--- src/rtl/pwm_sched_pkg.sv ---
// Shared types and constants for the double-buffered PWM output scheduler.
package pwm_sched_pkg;

  typedef enum logic {
    IDLE = 1'b0,
    RUN  = 1'b1
  } state_t;

  localparam int PWM_W = 8;
  localparam logic [PWM_W-1:0] DUTY_FULL = 8'hFF;

  // Full-scale duty is forced high so the last counter step never dips low.
  function automatic logic pwm_level(input logic [PWM_W-1:0] cnt,
                                     input logic [PWM_W-1:0] duty_val);
    return (duty_val == DUTY_FULL) || (cnt < duty_val);
  endfunction

endpackage

--- src/rtl/pwm_sched_ctrl_timebase.sv ---
// Prescaler plus 8-bit PWM step counter; both are held at zero while clear is high.
module pwm_timebase
  import pwm_sched_pkg::*;
#(
  parameter int CLK_DIV = 3000
) (
  input  logic             clk,
  input  logic             rst,
  input  logic             clear,
  output logic             boundary,
  output logic [PWM_W-1:0] pwm_cnt
);

  localparam int PRE_W = (CLK_DIV > 1) ? $clog2(CLK_DIV) : 1;
  localparam logic [PRE_W-1:0] PRE_LAST = PRE_W'(CLK_DIV - 1);
  localparam logic [PWM_W-1:0] CNT_LAST = {PWM_W{1'b1}};

  logic [PRE_W-1:0] pre_cnt;
  logic             tick;

  assign tick     = !clear && (pre_cnt == PRE_LAST);
  assign boundary = tick && (pwm_cnt == CNT_LAST);

  // pwm_cnt wraps naturally from 255 to 0 on the boundary tick.
  always_ff @(posedge clk) begin
    if (rst || clear) begin
      pre_cnt <= '0;
      pwm_cnt <= '0;
    end else if (tick) begin
      pre_cnt <= '0;
      pwm_cnt <= pwm_cnt + PWM_W'(1);
    end else begin
      pre_cnt <= pre_cnt + PRE_W'(1);
    end
  end

endmodule

--- src/rtl/pwm_sched_ctrl.sv ---
// Drives N_OUT outputs as static or PWM from shadowed SPI configuration,
// applying new configuration only from idle or at a PWM period boundary.
module pwm_sched_ctrl
  import pwm_sched_pkg::*;
#(
  parameter int CLK_DIV = 3000,
  parameter int N_OUT   = 16
) (
  input  logic             clk,
  input  logic             rst,
  input  logic [N_OUT-1:0] en_out,
  input  logic [N_OUT-1:0] en_pwm,
  input  logic [PWM_W-1:0] duty,
  input  logic             cfg_update,
  output logic [N_OUT-1:0] out,
  output logic             period_start,
  output logic             cfg_pending,
  output logic             running
);

  state_t           state, state_nxt;
  logic             load_sh;
  logic             pending_nxt;
  logic             boundary;
  logic             lvl;
  logic [PWM_W-1:0] pwm_cnt;
  logic [N_OUT-1:0] en_out_sh;
  logic [N_OUT-1:0] en_pwm_sh;
  logic [PWM_W-1:0] duty_sh;

  pwm_timebase #(
    .CLK_DIV (CLK_DIV)
  ) u_timebase (
    .clk      (clk),
    .rst      (rst),
    .clear    (state == IDLE),
    .boundary (boundary),
    .pwm_cnt  (pwm_cnt)
  );

  always_ff @(posedge clk) begin
    if (rst) begin
      state       <= IDLE;
      cfg_pending <= 1'b0;
    end else begin
      state       <= state_nxt;
      cfg_pending <= pending_nxt;
    end
  end

  // An update arriving on the boundary cycle itself is applied at once rather than pended.
  always_comb begin
    state_nxt   = state;
    load_sh     = 1'b0;
    pending_nxt = cfg_pending;
    case (state)
      IDLE: begin
        pending_nxt = 1'b0;
        if (cfg_update) begin
          load_sh = 1'b1;
          if (en_out != '0) state_nxt = RUN;
        end
      end
      RUN: begin
        if (boundary && (cfg_pending || cfg_update)) begin
          load_sh     = 1'b1;
          pending_nxt = 1'b0;
          if (en_out == '0) state_nxt = IDLE;
        end else if (cfg_update) begin
          pending_nxt = 1'b1;
        end
      end
      default: state_nxt = IDLE;
    endcase
  end

  always_ff @(posedge clk) begin
    if (rst) begin
      en_out_sh <= '0;
      en_pwm_sh <= '0;
      duty_sh   <= '0;
    end else if (load_sh) begin
      en_out_sh <= en_out;
      en_pwm_sh <= en_pwm;
      duty_sh   <= duty;
    end
  end

  assign lvl = pwm_level(pwm_cnt, duty_sh);

  always_ff @(posedge clk) begin
    if (rst) begin
      out          <= '0;
      period_start <= 1'b0;
    end else begin
      out          <= (state == RUN) ? (en_out_sh & (~en_pwm_sh | {N_OUT{lvl}})) : '0;
      period_start <= (state == RUN) && boundary;
    end
  end

  assign running = (state == RUN);

endmodule

--- config.mk ---
export PLATFORM = sky130hd
export DESIGN_NAME = pwm_sched_ctrl
export DESIGN_NICKNAME = d
export VERILOG_FILES = /design/src/rtl/pwm_sched_pkg.sv /design/src/rtl/pwm_sched_ctrl_timebase.sv /design/src/rtl/pwm_sched_ctrl.sv
export SDC_FILE = /design/constraint.sdc
export NUM_CORES = 1
export LEC_CHECK = 0
export BUFFER_PORTS_ARGS = -buffer_cell sky130_fd_sc_hd__buf_2
export CAP_MARGIN = 20
export CORE_ASPECT_RATIO = 1.1
export CORE_UTILIZATION = 56
export CTS_CLUSTER_DIAMETER = 80
export DETAILED_ROUTE_END_ITERATION = 6
export PLACE_DENSITY = 0.89
export REMOVE_ABC_BUFFERS = 1
export SYNTH_ARGS = -nofsm -noshare
export SYNTH_HDL_FRONTEND = slang
export SYNTH_SLANG_ARGS = --single-unit
--- constraint.sdc ---
create_clock -name clk -period 2.1 [get_ports clk]
set_input_delay 0.42 -clock clk [delete_from_list [all_inputs] [get_ports clk]]
set_output_delay 0.42 -clock clk [all_outputs]
set_load 0.005 [all_outputs]
==> impl_metrics.env <==
export IMPL_run_status="complete, but fails checks"
export IMPL_failed_checks="DRC"
export IMPL_critPathMaxFanout=16
export IMPL_routed_top_layer="met4"
export IMPL_nFillCells=503
export IMPL_slew_headroom_pct=53.94
export IMPL_met2_length_mm=4.101
export IMPL_overflow=0
export IMPL_drv_cap=0
export IMPL_synth_flop_cell="dfxtp_1"
export IMPL_crit_chain="inv_1 -> ha_1 -> a21o_1 -> a221o_1 -> nand3_1 -> o2111a_1"
export IMPL_powerDensity_nw_per_um2=766.6
export IMPL_setup_tns_ns=0
export IMPL_clockPowerShare_pct=43.1
export IMPL_max_freq_mhz=508.2
export IMPL_cts_resized=0
export IMPL_dr_total_vias=3139
export IMPL_tightestPinTransition_ns=0.6909
export IMPL_skew_ns=0.008027
export IMPL_drive_gt1_share_pct=19.26
export IMPL_critPathArrivalTime_ns=2.27
export IMPL_seq_power_share_pct=47.5
export IMPL_crit_type="reg2reg"
export IMPL_cts_buffers_inserted=9
export IMPL_drt_met1_wl_mm=3.530
export IMPL_finalHoldViolCount=0
export IMPL_internal_power_w=0.002594
export IMPL_wl_per_cell_um=15.42
export IMPL_syn2layout_area_growth_pct=15.77
export IMPL_die_w_um=80.39
export IMPL_wl_mm=8.312
export IMPL_num_antenna_cells=0
export IMPL_ir_drop_uv=460.1
export IMPL_wl_met3_um=490
export IMPL_fin_crit_sh_pct=93.69
export IMPL_grt_usage_pct=23.57
export IMPL_cts_max_level=3
export IMPL_swShare_pct=22.78
export IMPL_hpwl_mm=5.554
export IMPL_antenna_left=0
export IMPL_first_pass_iters=7
export IMPL_hp_class="in2reg"
export IMPL_io_pins=62
export IMPL_cpPeakStageDelay_ns=0.59
export IMPL_synth_most_common_cell="nand2b_1"
export IMPL_ys_seq_area_share_pct=41.79
export IMPL_die_area_um2=7092
export IMPL_slew_viol_final=0
export IMPL_io_buffers=61
export IMPL_finalPower_w=0.003359
export IMPL_grt_pass1_vias=2816
export IMPL_drc=2
export IMPL_cp_slowest_cell="a221o_1"
export IMPL_synth_top_area_share_pct=41.79
export IMPL_critPathLaunch="duty_sh[6]$_SDFFE_PP0P_"
export IMPL_cts_tree="done"
export IMPL_crit_path_start_kind="flip-flop"
export IMPL_yosysWarningCount=0
export IMPL_hold_start="duty[1]"
export IMPL_synth_cells=401
export IMPL_grt_max_degree=52
export IMPL_clock_latency_ns=0.36
export IMPL_setup_viol=0
export IMPL_min_period_ns=1.968
export IMPL_instances_no_fill=539
export IMPL_core_um2=6555
export IMPL_r2r_start="duty_sh[6]$_SDFFE_PP0P_"
export IMPL_cp_top_family="compound AO/OA/AOI/OAI gates"
export IMPL_die_y_um=88.23
export IMPL_path_clk_slew_ns=0.08
export IMPL_syn_avg_cell_area_um2=9.439
export IMPL_synthArstFlopShare_pct=0
export IMPL_avgViaCountPerCell=5.824
export IMPL_synthTopCellsByArea="dfxtp_1 (42%), nand2b_1 (14%), mux2i_1 (11%)"
export IMPL_cts_sinks=79
export IMPL_yosys_area_top_type="dfxtp_1"
export IMPL_synth_edf_count=0
export IMPL_place_gp_congestion=0.8307
export IMPL_rows=31
export IMPL_postCtsHoldBufs=0
export IMPL_dr_first_iter_drc_count=182
export IMPL_post_cts_setup_buffers=0
export IMPL_p_comb_share_pct=9.5
export IMPL_initial_core_util_pct=57.74
export IMPL_ys_types=35
export IMPL_place_inst=523
export IMPL_path_buf_inv=1
export IMPL_p_leak_nw=1.839
export IMPL_grt_pass1_wl_mm=12.77
export IMPL_synth_commonest_cells="nand2b_1 (85), dfxtp_1 (79), mux2i_1 (41), nand3_1 (26), clkbuf_1 (22)"
export IMPL_endpoint_kind="flip-flop"
export IMPL_crit_required_ns=2.40
export IMPL_ys_ff_latch=79
export IMPL_cts_root_buf="clkbuf_8"
export IMPL_switching_power_w=0.0007651
export IMPL_rsz0062_at_grt="no"
export IMPL_cts_buffer_depth=2
export IMPL_nets=504
export IMPL_antenna_found_initial=0
export IMPL_syn_cell_area_um2=3785
[power by group through the flow]
stage / logic [W] / clock network, W / registers, W
finish: 0.000318 / 0.00145 / 0.00159
global route: 0.000345 / 0.00152 / 0.00160
CTS: 0.000317 / 0.00145 / 0.00159
detailed placement: 0.000313 / 0 / 0.00163
global placement: 0.000301 / 0 / 0.00162
floorplan: 0.000186 / 0 / 0.00162
[metal layers]
layer	track usage [%]	up-vias
met1	27.07	1486
met3	4.433	22
met5	0	-
met4	12.50	0
met2	41.45	113
li1	-	1518
[worst paths after layout]
kind                                   to  slack, ns  depth (start not counted)
hold / removal    duty_sh[1]$_SDFFE_PP0P_       0.31                          3
hold reg to reg         out[0]$_SDFF_PP0_       0.45                          1
setup / recovery       out[10]$_SDFF_PP0_       0.13                          6
setup reg to reg       out[10]$_SDFF_PP0_       0.13                          6
[worst min-delay path, stage by stage]
cell and delay [ns]:
buf_2 0.09, nand2b_1 0.05, mux2i_1 0.05
[metrics by stage]
stage	instance area [um2]	util [%]	setup WS, ns	hold slack (ns)
after global routing	4382	66.84	0.00004929	0.3175
after global placement	4118	62.82	0.2983	0.4420
after detailed placement	4118	62.82	0.2034	0.4466
after floorplan	3628	-	-0.6373	0.4298
after CTS	4382	66.84	0.1284	0.3098
final	4382	66.84	0.1324	0.3118
[final cells by class]
| class | count | area, um2 | share of cell area, % |
|---|---|---|---|
| Inverter | 10 | 37.54 | 0.8567 |
| Tap cell | 82 | 102.6 | 2.342 |
| Clock inverter | 4 | 98.84 | 2.256 |
| Sequential cell | 79 | 1582 | 36.09 |
| Multi-Input combinational cell | 282 | 2011 | 45.89 |
| Clock buffer | 12 | 165.2 | 3.769 |
| Timing Repair Buffer | 70 | 385.4 | 8.795 |
[sequential cells by signal, indices dropped and copies added (netlist names)]
register            count
cfg_pending             1
duty_sh                 8
en_out_sh              16
en_pwm_sh              16
out                    16
period_start            1
running                 1
u_timebase.pre_cnt     12
u_timebase.pwm_cnt      8
[cell families (layout without fill, tap and decap cells)]
family	after synthesis	after routing	share of synthesized area, %
simple gates	184	184	28.20
flops	79	79	41.79
mux	41	41	10.84
buf+inv	40	96	5.124
compound gates	37	37	8.529
xor+xnor	11	11	2.546
fa+ha+maj	9	9	2.975
[layout by cell type (no fill, tap or decap), drive strengths merged, types with 2 or more instances in the layout]
cell    netlist  routed
nand4        21      21
and3          4       4
nand2b       85      85
o2111a       16      16
xor2          2       2
o31ai         4       4
mux2i        41      41
nand2        11      11
buf           8      70
nor3          5       5
inv          10      11
ha            9       9
bufinv        0       3
clkbuf       22      12
or4           5       5
nor2         17      17
nor4          5       5
dfxtp        79      79
nand3        26      26
a21oi         8       8
a21o          2       2
xnor2         9       9
and4          2       2
No activity file was read; power rests on OpenSTA's default activity.
